### config.mk
export PLATFORM = sky130hd
export DESIGN_NAME = jts16_dtack_gen
export DESIGN_NICKNAME = d
export VERILOG_FILES = /design/src/rtl/jts16_dtack_gen.sv
export SDC_FILE = /design/constraint.sdc
export NUM_CORES = 1
export LEC_CHECK = 0
export BUFFER_PORTS_ARGS = -buffer_cell sky130_fd_sc_hd__buf_2
export CAP_MARGIN = 20
export CORE_MARGIN = 10
export CORE_UTILIZATION = 56
export CTS_BUF_LIST = sky130_fd_sc_hd__clkbuf_4
export DETAILED_ROUTE_END_ITERATION = 8
export MAX_ROUTING_LAYER = met4
export PLACE_DENSITY = 0.88
export SETUP_SLACK_MARGIN = 0.05
export SYNTH_ARGS = -nofsm -noshare
export SYNTH_HDL_FRONTEND = slang
export SYNTH_SLANG_ARGS = --single-unit
### constraint.sdc
create_clock -name clk -period 2.98 [get_ports clk]
set_clock_uncertainty 0.15 [all_clocks]
set_input_delay 0.149 -clock clk [delete_from_list [all_inputs] [get_ports clk]]
set_output_delay 0.149 -clock clk [all_outputs]
set_load 0.03 [all_outputs]
### src/rtl/jts16_dtack_gen.sv
// 68000 DTACKn generator for a multi-slave SDRAM bus.
// Each bus cycle waits a fixed number of cpu_cenb ticks. It is stretched while
// any selected slave reports busy. Stall ticks past the nominal wait build up a
// debt counter. While debt is pending, later cycles are acknowledged one tick
// early, which pays the debt back.
//
// Bus contract: the CPU starts a cycle by dropping ASn. DTACKn goes low once
// the cycle may complete and stays low until the CPU releases ASn. A slave
// holds its bus_busy bit high while it is selected and its data is not yet
// valid. Only the current values of bus_cs and bus_busy are used.
module jts16_dtack_gen #(
  parameter int NCH     = 2,
  parameter int WAITS   = 2,
  parameter int DEBTW   = 4,
  parameter int RECOVER = 1
) (
  input  logic             clk,
  input  logic             rst,
  input  logic             cpu_cen,
  input  logic             cpu_cenb,
  input  logic             ASn,
  input  logic [NCH-1:0]   bus_cs,
  input  logic [NCH-1:0]   bus_busy,
  input  logic             sdram_ok,
  output logic             DTACKn,
  output logic [DEBTW-1:0] debt
);

  typedef enum logic [1:0] {
    ST_IDLE = 2'd0,
    ST_WAIT = 2'd1,
    ST_ACK  = 2'd2
  } state_t;

  // Wait counter is 3 bits wide, which covers the full 0..7 range of WAITS.
  localparam logic [2:0]       WAITS_V    = 3'(WAITS);
  localparam logic [2:0]       WAITS_M1   = (WAITS > 0) ? 3'(WAITS - 1) : 3'd0;
  localparam logic [DEBTW-1:0] DEBT_MAX   = '1;
  // With zero wait states there is nothing left to shorten.
  localparam logic             RECOVER_ON = (RECOVER != 0) && (WAITS > 0);

  state_t           state_q, state_d;
  logic [2:0]       wcnt_q, wcnt_d;
  logic [DEBTW-1:0] debt_q, debt_d;
  logic             dtackn_q, dtackn_d;
  logic             armed_q, armed_d;
  logic             last_asn_q, last_asn_d;

  logic sel_busy;
  logic sel_any;
  logic early;
  logic at_waits;

  assign sel_busy = |(bus_cs & bus_busy);
  assign sel_any  = |bus_cs;
  assign at_waits = (wcnt_q == WAITS_V);
  // Early acknowledge is allowed one tick before the nominal point while debt is owed.
  assign early    = RECOVER_ON && (debt_q != '0) && (wcnt_q == WAITS_M1) && armed_q;

  // Next-state logic for the bus-cycle FSM, the wait counter and the debt counter.
  always_comb begin
    state_d    = state_q;
    wcnt_d     = wcnt_q;
    debt_d     = debt_q;
    dtackn_d   = dtackn_q;
    armed_d    = armed_q | sdram_ok;
    last_asn_d = ASn;

    if (ASn) begin
      // Strobe released: end of cycle, whatever state we were in.
      state_d  = ST_IDLE;
      dtackn_d = 1'b1;
      wcnt_d   = 3'd0;
    end else if (last_asn_q) begin
      // A new cycle begins. An old acknowledge must never leak into it.
      state_d  = ST_WAIT;
      dtackn_d = 1'b1;
      wcnt_d   = 3'd0;
    end else begin
      case (state_q)
        ST_IDLE: begin
          dtackn_d = 1'b1;
        end
        ST_WAIT: begin
          if (cpu_cenb && !at_waits) begin
            wcnt_d = wcnt_q + 3'd1;
          end
          if (!sel_any) begin
            // Access that does not use the bus: acknowledge at once.
            state_d  = ST_ACK;
            dtackn_d = 1'b0;
          end else if (!sel_busy && (at_waits || early)) begin
            state_d  = ST_ACK;
            dtackn_d = 1'b0;
            if (early) begin
              debt_d = debt_q - 1'b1;
            end
          end
          // Each CPU tick spent stalled beyond the nominal wait adds to the debt.
          if (at_waits && sel_busy && cpu_cen && armed_q && (debt_q != DEBT_MAX)) begin
            debt_d = debt_q + 1'b1;
          end
        end
        ST_ACK: begin
          dtackn_d = 1'b0;
        end
        default: begin
          state_d  = ST_IDLE;
          dtackn_d = 1'b1;
        end
      endcase
    end
  end

  // State register with synchronous reset.
  always_ff @(posedge clk) begin
    if (rst) begin
      state_q    <= ST_IDLE;
      wcnt_q     <= 3'd0;
      debt_q     <= '0;
      dtackn_q   <= 1'b1;
      armed_q    <= 1'b0;
      last_asn_q <= 1'b1;
    end else begin
      state_q    <= state_d;
      wcnt_q     <= wcnt_d;
      debt_q     <= debt_d;
      dtackn_q   <= dtackn_d;
      armed_q    <= armed_d;
      last_asn_q <= last_asn_d;
    end
  end

  assign DTACKn = dtackn_q;
  assign debt   = debt_q;

endmodule

==> results.md, run 1 <==
- Design area: around 910 µm²
- Synth Register Bits: 12
- Num CTS Buffers: 3
- Clock Latency Late Sink: 280 ps
- M1 wire length: 762 µm
- Most frequent cells in the layout: nor2_1 (14), buf_2 (14), dfxtp_1 (12)
- Post-CTS setup buffer count: 0
- Sequential area share after synthesis: a little under a third
- CP arrival: between 2000 and 3000 ps
- Max Slew Vio Count: 0
- Initial Util: 59.6%
- Hold crit path type: input port to flop
- Die height: around 57 µm
- Cell Area, Synth: around 790 µm²
- Cell Count, Final, Fillers Out: ~120
- Min setup slack post-route: 224 ps
- Ys Warns: 0
- R2R setup slack: between 200 and 250 ps
- Diode count: 0
- Setup TNS Final: 0 ps
- Measured slew at the worst slew-check pin: around 400 ps
- Root Buffer: clkbuf_4
- FF-to-FF Start: wcnt_q[0]
- Leading area contributor after synthesis: dfxtp_1
- CP cell instances: inv_1 -> ha_1 -> and4b_1 -> nand3_2 -> ha_1 -> and3_1 -> or3b_1 -> o22ai_1 -> mux2_1
- WP data required: 3000 ps
- Placed insts: 110
- Finish-stage setup viols: 0
- Final period utilization: ~90%
- Worst Hold End: last_asn_q
- Post-layout util: 69.2%
- H-tree levels: 1
- Total Power: 0.302 mW
- FF-to-FF path depth: 9
- Pre-antenna DRT Iters: 4
- First-pass GRT wire length: 2930 µm
- Final GP Congestion: 0.804
- Count of buffers from port buffering: 14
- Seq pwr share: between 50% and 60%
- Die ar.: about 3300 µm²
- R2R Path End: debt[3]
- Combinational power share: under 10%
- Switching Fraction: around a quarter
- WHS: between 10 and 15 ps
- Worst Path Buf+Inv: 1
- F_max: about 0.36 GHz
- Hold path depth: 2
- Hold Fails Final Rpt: 0
- Final WL: 1820 µm
- GRT Util Overall: between 10 and 15%
- CTS tree: yes
- Post-DR wirelength/cell: between 15 and 20 µm
- I/O pin total: 15
- Global route overflow: 0
- Gate count of the mapped netlist: 82
- Vias in the first global route: roughly 680
- Post-Syn Nets: between 100 and 150
- Met2 wire len: about 940 µm
- Hold path start: ASn
- Clk slew on worst S/H paths: around 80 ps
- Pwr dens: ~330 nW/µm²
- Antenna-violating nets left: 0
- Largest net degree at the start of global routing: 12
- Initial antenna violation count: 0
- DR vias/cell: slightly below 6
- Slew HR: between 70 and 80%
- Top cell type's share of synthesized area: between 30% and 40%
- Row cnt: 13
- Syn-to-layout area delta: 16.1%
- Unrepaired setup endpoints after global routing: no
- Internal power: 0.225 mW
- Die width: 57.5 µm
- Pre-CTS WS: ~180 ps
- Via count: approximately 670
- Layout cells sized above 1: 25.0%
- Top delay family on crit path: simple AND/OR/NAND/NOR gates
- Clk pwr share: between 30% and 40%
- CP peak stage delay: 370 ps
- DR WL met3: 106 µm
- DR DRC count: 0
- Leak: 0.407 nW
- Clock Path Buffers: 2
- Ranking of synthesized cells by area: dfxtp_1 (31%), ha_1 (13%), nor2_1 (6.7%), mux2_4 (3.8%), xnor2_1 (3.3%)
- Cell variety after synth: 35
- Max cap viols: 0
- Sink Count: 12
- Worst VDD drop: 0.000361 V
- Psw: between 0.07 and 0.08 mW
- Synth Area per Inst: ~9.6 µm²
- Hpwl dp: about 1400 µm
- CP max stage cell: ha_1
- Worst setup EP type: flop
- Core box area: between 1000 and 1500 µm²
- Final nets: between 100 and 150
- DRT iter0 DRCs: 17
- CP Class: flop to flop
- Status: completed
- Max Used Layer: met4
- Most frequent CP cell: ha_1
- CP max FO: 5
- Placed Area: 871 µm²
- Worst setup SP type: flop
- Minimum clock period: between 2000 and 3000 ps
## cell type report
type	count	area, µm²
multi-input combinational	64	528
fill	105	405
sequential	12	240
timing repair buffer	15	80.1
clock buffer	3	22.5
inverter	5	18.8
tap	15	18.8
clock inverter	1	3.75
## worst max path at each step
stage | from | endpoint | depth (start not counted)
2_1_floorplan | wcnt_q[0] | debt[3] | 9
3_3_place_gp | wcnt_q[0] | debt[3] | 9
3_5_place_dp | wcnt_q[0] | debt[3] | 9
4_1_cts | wcnt_q[0] | debt[3] | 9
5_1_grt | wcnt_q[0] | debt[3] | 9
6_report | wcnt_q[0] | debt[3] | 9
## repair_timing
action / in CTS / in global routing
gates resized for setup: 0 / 1
setup endpoints to repair: 0 / 1
hold buffers: 1 / 0
endpoints found under the hold margin: 1 / 0
## metal layers
metal  GRT usage [%]  vias up
met2            19.2       14
met3            4.87        2
met4            3.02        0
met1            11.0      325
li1                -      328
met5               -        -
## registers in the layout, summed over array words and instances, names as in the netlist
signal / flops
debt: 4
wcnt_q: 3
state_q: 2
DTACKn: 1
armed_q: 1
last_asn_q: 1
## cell families (layout without fill, tap and decap cells)
| group | after synthesis | count (layout) | synth area share, % |
|---|---|---|---|
| buf+inv | 6 | 24 | 2.87 |
| fa+ha+maj | 9 | 9 | 15.3 |
| mux | 5 | 5 | 7.80 |
| xor+xnor | 3 | 3 | 3.34 |
| compound gates | 12 | 12 | 11.9 |
| simple gates | 35 | 35 | 28.2 |
| flops | 12 | 12 | 30.6 |
## worst reg2reg max path: stages (launching register included)
cell     delay (ps)
dfxtp_1         350
inv_1            70
ha_1            160
and4b_1         230
nand3_2         150
ha_1            370
and3_1          220
or3b_1          370
o22ai_1         200
mux2_1          360
## power by group through the flow
stage | logic (mW) | registers [mW] | clock network (mW)
after floorplan | 0.0160 | 0.170 | 0
after CTS | 0.0291 | 0.166 | 0.109
after global routing | 0.0325 | 0.167 | 0.116
after global placement | 0.0257 | 0.170 | 0
final | 0.0293 | 0.166 | 0.107
after detailed placement | 0.0279 | 0.170 | 0
## Yosys cell counts
| master | instances |
|---|---|
| nand3_1 | 2 |
| mux2_4 | 2 |
| nand4_1 | 1 |
| ha_1 | 8 |
| a21boi_4 | 1 |
| nor2_1 | 14 |
| o21ai_0 | 3 |
| and3_1 | 2 |
| or3_1 | 1 |
| and4_1 | 1 |
| o311ai_0 | 1 |
| xnor2_1 | 3 |
| o22ai_1 | 1 |
| or2_2 | 1 |
| nand2b_1 | 3 |
| dfxtp_1 | 12 |
| nor4_1 | 1 |
| or3b_1 | 1 |
| and2_1 | 1 |
| inv_1 | 5 |
| a21oi_1 | 1 |
| nor2b_1 | 3 |
| mux2_1 | 1 |
| and4b_1 | 1 |
| or4_4 | 1 |
| fa_1 | 1 |
| o21ai_1 | 1 |
| o41a_1 | 1 |
| a211oi_1 | 1 |
| nor3b_4 | 1 |
| mux2i_1 | 2 |
| a22o_1 | 1 |
| a21o_1 | 1 |
| nand3b_4 | 1 |
| clkbuf_1 | 1 |
(Power assumes the default switching activity.)
==> inputs of run 2 (changes only) <==
--- a/config.mk
+++ b/config.mk
@@ -5,6 +5,7 @@
 export SDC_FILE = /design/constraint.sdc
 export NUM_CORES = 1
 export LEC_CHECK = 0
+export ABC_AREA = 1
 export BUFFER_PORTS_ARGS = -buffer_cell sky130_fd_sc_hd__buf_2
 export CAP_MARGIN = 20
 export CORE_MARGIN = 10
@@ -12,7 +13,7 @@
 export CTS_BUF_LIST = sky130_fd_sc_hd__clkbuf_4
 export DETAILED_ROUTE_END_ITERATION = 8
 export MAX_ROUTING_LAYER = met4
-export PLACE_DENSITY = 0.88
+export PLACE_DENSITY = 0.87
 export SETUP_SLACK_MARGIN = 0.05
 export SYNTH_ARGS = -nofsm -noshare
 export SYNTH_HDL_FRONTEND = slang
==> run 2 against run 1 <==
Effect of this change: register-to-register slack improved by 510 ps; global-route usage grew 0.62 points; worst setup slack better by 510 ps; hold slack lost 4.4 ps; first-iteration DRC count is 12% higher; synthesized area is 2.2% higher; largest cell class unchanged; largest power group unchanged.
==> results.md, run 2 <==
- Status: completed
- CTS tree: yes
- Final nets: between 150 and 200
- Cell Count, Final, Fillers Out: 150
- Via count: 768
- Die width: between 50 and 60 µm
- Synth Register Bits: 12
- Largest register FFs: 4
- Worst Hold End: last_asn_q
- Layout cells sized above 1: between 20% and 30%
- Number of flops mapped to enable cells by yosys: 0
- Top_reg_cell synth: dfxtp_1
- Clk slew on worst S/H paths: 70 ps
- Post-DR wirelength/cell: about 12 µm
- Cell Area, Synth: approximately 800 µm²
- Top cell type's share of synthesized area: approximately 30%
- I/O pin total: 15
- Placed Area: around 900 µm²
- Post-Syn Nets: 134
- Max cap viols: 0
- Asr flop ratio synth: 0%
- Most frequent cells in the layout: nand2_1 (25), nor2_1 (20), inv_1 (15)
- Final period utilization: roughly 75%
- Leak: 0.450 nW
- Die height: roughly 58 µm
- DR DRC count: 0
- FF-to-FF Start: wcnt_q[0]
- Largest net degree at the start of global routing: 8
- Row cnt: 13
- Placed insts: 144
- Num CTS Buffers: 3
- XOR/XNOR share of the synthesized area: under 10%
- Post-CTS setup buffer count: 0
- Pwr dens: between 300 and 400 nW/µm²
- Ys Warns: 0
- GRT Util Overall: roughly an eighth
- Gate count of the mapped netlist: about 120
- H-tree levels: 1
- First-pass GRT wire length: between 3000 and 4000 µm
- Pre-antenna DRT Iters: 4
- Hold path start: ASn
- Design area: 938 µm²
- Hpwl dp: about 1500 µm
- Antenna-violating nets left: 0
- Count of buffers from port buffering: 14
- Hold crit path type: input port to flop
- Min setup slack post-route: between 700 and 800 ps
- Final WL: approximately 1800 µm
- R2R setup slack: about 730 ps
- Synth Area per Inst: about 7 µm²
- Worst setup EP type: flop
- Sequential area share after synthesis: about 30%
- Unrepaired setup endpoints after global routing: no
- Total Power: 0.300 mW
- Leading area contributor after synthesis: dfxtp_1
- CP max FO: 6
- F_max: 0.445 GHz
- Simple-Gate Fraction of Synth Area: approximately 36%
- Hold Fails Final Rpt: 0
- Most common cell after layout, fill and taps aside: nand2_1
- Hold path depth: 2
- Minimum clock period: ~2200 ps
- DRT iter0 DRCs: 19
- Clock Latency Late Sink: ~270 ps
- Core box area: about 1300 µm²
- CP Class: flop to flop
- Setup TNS Final: 0 ps
- Initial antenna violation count: 0
- Largest family of logic cells by synthesized area: simple AND/OR/NAND/NOR gates
- Pre-CTS WS: around 740 ps
- CP arrival: ~2300 ps
- Sink Count: 12
- Worst VDD drop: between 0.0002 and 0.0003 V
- Vias in the first global route: 772
- R2R Path End: debt[3]
- Clock Path Buffers: 2
- WP data required: ~3000 ps
- Post-synth top cells: nand2_1 (25), nor2_1 (20), inv_1 (15)
- Measured slew at the worst slew-check pin: about 300 ps
- Multiplexer area fraction after synthesis: 0%
- Finish-stage setup viols: 0
- Most numerous cell in the Yosys netlist: nand2_1
- Initial Util: about three fifths
- Die ar.: 3350 µm²
- Max Slew Vio Count: 0
- Diode count: 0
- Global route overflow: 0
- Slew HR: between 80% and 90%
- Syn-to-layout area delta: 16.8%
- DR vias/cell: 5.12
- Worst setup SP type: flop
- Root Buffer: clkbuf_4
- Ranking of synthesized cells by area: dfxtp_1 (30%), ha_1 (12%), nand2_1 (12%), nor2_1 (9.3%), inv_1 (7.0%)
- FF-to-FF path depth: 16
- Cell variety after synth: 20
- Final GP Congestion: between 0.8 and 0.9
- Post-Synth Adder-Cell Area: between 10% and 20%
- Synth Area in Compound Gates: approximately 8.6%
## run 2: cell types whose count changed in the layout (fill, tap and decap cells not counted), sizes merged, moves of 3 or more
cell    delta
nand2     +29
inv       +12
nand2b     -3
a21oi      +5
xnor2      -3
nor2b      -3
mux2       -3
nand3      +6
nor2       +8
## run 2: worst max-delay path by stage
stage                    from      end  slack (ps)  cells after the start
CTS                 wcnt_q[0]  debt[3]         730                     14
floorplan             debt[1]  debt[3]         940                     13
finish              wcnt_q[0]  debt[3]         730                     16
detailed placement  wcnt_q[0]  debt[3]         740                     14
global route        wcnt_q[0]  debt[3]         580                     14
global placement    wcnt_q[0]  debt[3]         940                     16
## run 2: per-stage QoR
| step | hold slack, ps | util, % |
|---|---|---|
| 2_1_floorplan | 71.4 | - |
| 5_1_grt | 14.9 | 70.4 |
| 6_report | 8.23 | 70.4 |
| 3_3_place_gp | 184 | 66.9 |
| 4_1_cts | 3.74 | 70.4 |
| 3_5_place_dp | 195 | 66.9 |
## run 2: critical path, stage by stage (launching register included)
cell and delay [ps]:
dfxtp_1 350, inv_1 80, ha_1 180, nand2_2 90, nor2_4 120, nand3_4 120
ha_1 350, nand2_1 80, nand2_1 50, nor2_1 140, inv_1 50, nand2_1 70
nand2_1 70, inv_2 60, nand3_1 70, nand2_1 70, nor2_1 30
## run 2: logic make-up after synthesis
logic type	count (synthesis)
flip-flops	12
AO/OA/AOI/OAI	11
XOR/XNOR	2
adder cells (fa/ha/maj)	9
AND/OR/NAND/NOR	62
buffers and inverters	19
## run 2: power breakdown
group	leakage (nW)	switching, mW	total, mW	internal [mW]
Sequential	0.0976	0.00270	0.166	0.163
Clock	0.0154	0.0536	0.102	0.0485
Combinational	0.337	0.0183	0.0323	0.0139
## run 2: per-layer routing
metal / vias up / GRT usage (%) / share of wire, %
met2: 40 / 19.0 / 48
met1: 328 / 11.8 / 39
met5: - / - / 0
met3: 6 / 4.58 / 10
li1: 394 / - / -
met4: 0 / 6.38 / 2.5
## run 2: area by class of cell
cell class	count	area [µm²]
fillers	122	395
flip-flops and latches	12	240
multi-input cells	84	492
repair buffers	16	90.1
inverters	19	71.3
clock buffers	3	22.5
clock inverters	1	3.75
well taps	15	18.8
## run 2: timing repair
item | in CTS | in global routing
endpoints found under the hold margin | 1 | 0
hold buffers | 2 | 0
gates resized for setup | 0 | 0
==> inputs of run 3 (changes only) <==
==> constraint.sdc (replaced) <==
create_clock -name clk -period 2.3 [get_ports clk]
set_clock_uncertainty 0.15 [all_clocks]
set_input_delay 0.115 -clock clk [delete_from_list [all_inputs] [get_ports clk]]
set_output_delay 0.115 -clock clk [all_outputs]
set_load 0.03 [all_outputs]
==> run 3 against run 2 <==
Effect of this change: final area rose by 3.7%; via count fell by 2.2%; register-to-register slack got worse by 500 ps; sequential power rose by 30%; largest power group unchanged.
==> results.md, run 3 (synthesis gave the netlist of run 2 again) <==
- Finish-stage setup viols: 0
- Worst VDD drop: between 0.0003 and 0.0004 V
- Global route overflow: 0
- Slew HR: between 80% and 90%
- WHS: roughly 110 ps
- Clk slew on worst S/H paths: around 70 ps
- CP Class: flop to flop
- Placed insts: approximately 140
- Diode count: 0
- H-tree levels: 1
- Measured slew at the worst slew-check pin: around 270 ps
- Pre-CTS WS: roughly 150 ps
- CP arrival: 2080 ps
- Cell Count, Final, Fillers Out: approximately 150
- Worst setup EP type: flop
- Die width: between 50 and 60 µm
- Clock Latency Late Sink: 270 ps
- Leak: 0.459 nW
- Minimum clock period: between 2000 and 2500 ps
- Initial antenna violation count: 0
- CTS tree: yes
- Row cnt: 13
- Hpwl dp: between 1000 and 1500 µm
- Most frequent cells in the layout: nand2_1 (25), nor2_1 (20), inv_1 (15)
- Total Power: ~0.39 mW
- Pre-antenna DRT Iters: 4
- Sink Count: 12
- Via count: about 750
- Final period utilization: about nine tenths
- WP data required: between 2000 and 2500 ps
- Num CTS Buffers: 3
- Count of buffers from port buffering: 14
- Layout cells sized above 1: ~24%
- Antenna-violating nets left: 0
- Max Slew Vio Count: 0
- CP peak stage delay: approximately 380 ps
- DR DRC count: 0
- CP max FO: 6
- CP cell instances: inv_1 -> ha_2 -> nand2_2 -> nor2_4 -> nand3_4 -> buf_4 -> fa_1 -> xor2_1 -> o21ai_1 -> nor2_1
- Worst setup SP type: flop
- Status: completed
- Core box area: approximately 1300 µm²
- DR vias/cell: 4.94
- Hold Fails Final Rpt: 0
- F_max: 0.483 GHz
- CP max stage cell: fa_1
- Unrepaired setup endpoints after global routing: no
- Final nets: approximately 160
- Placed Area: 892 µm²
- Post-DR wirelength/cell: about 11 µm
- Final GP Congestion: between 0.8 and 0.9
- DRT iter0 DRCs: 12
- Root Buffer: clkbuf_4
- Clock Path Buffers: 2
- First-pass GRT wire length: about 2900 µm
- Vias in the first global route: 728
- Most common cell after layout, fill and taps aside: nand2_1
- Initial Util: about three fifths
- Die height: 57.9 µm
- Post-layout util: ~73%
- I/O pin total: 15
- Final WL: 1700 µm
- Min setup slack post-route: around 230 ps
- Die ar.: around 3300 µm²
- Largest net degree at the start of global routing: 8
- GRT Util Overall: 10.7%
- Max cap viols: 0
- Pwr dens: between 300 and 400 nW/µm²
- Design area: ~970 µm²
- Largest register FFs: 4
- Hold crit path type: input port to flop
- Syn-to-layout area delta: 21.2%
- Setup TNS Final: 0 ps
run 3: cell count changes in the layout (fill, tap and decap cells not counted):
cell           delta
dlygate4sd3_1     +1
dfxtp_2           +2
ha_4              +1
buf_4             +1
ha_2              +1
ha_1              -2
dfxtp_1           -2
run 3: metal layers:
metal | GRT usage, % | wire (µm) | share of wire (%) | up-vias
li1 | - | - | - | 404
met1 | 11.5 | 777 | 46 | 335
met2 | 18.3 | 820 | 48 | 12
met3 | 3.70 | 104 | 6.1 | 0
met4 | 3.02 | 0 | 0 | 0
met5 | - | 0 | 0 | -
run 3: critical path, delay by kind of cell, from the launching register on:
family / cells / cell delay (ps)
compound gates: 1 / 140
fa+ha+maj: 2 / 560
xor+xnor: 1 / 190
flops: 1 / 340
buf+inv: 2 / 220
simple gates: 4 / 370
run 3: worst paths after layout:
kind                                 start   endpoint  slack (ps)  cells past startpoint
worst max register to register   wcnt_q[0]    debt[2]         230                     10
worst min register to register  last_asn_q  wcnt_q[0]         350                      1
worst min-delay path              cpu_cenb  wcnt_q[1]         110                      4
worst max-delay path             wcnt_q[0]    debt[2]         230                     10
run 3: final cells by class:
| type | instances | area, µm² |
|---|---|---|
| repair buffers | 18 | 108 |
| flip-flops and latches | 12 | 243 |
| multi-input cells | 84 | 507 |
| inverters | 19 | 71.3 |
| fillers | 110 | 360 |
| clock inverters | 1 | 3.75 |
| clock buffers | 3 | 22.5 |
| well taps | 15 | 18.8 |
run 3: repair_timing:
item / CTS / global route
endpoints found under the hold margin: 3 / 0
hold buffers: 3 / 0
buffers inserted: 0 / 1
endpoints found under the setup margin: 0 / 1
gates resized for setup: 0 / 4
run 3: report_power, final:
part	internal (mW)	switching, mW
combinational	0.0192	0.0233
clock	0.0628	0.0674
sequential	0.211	0.00380
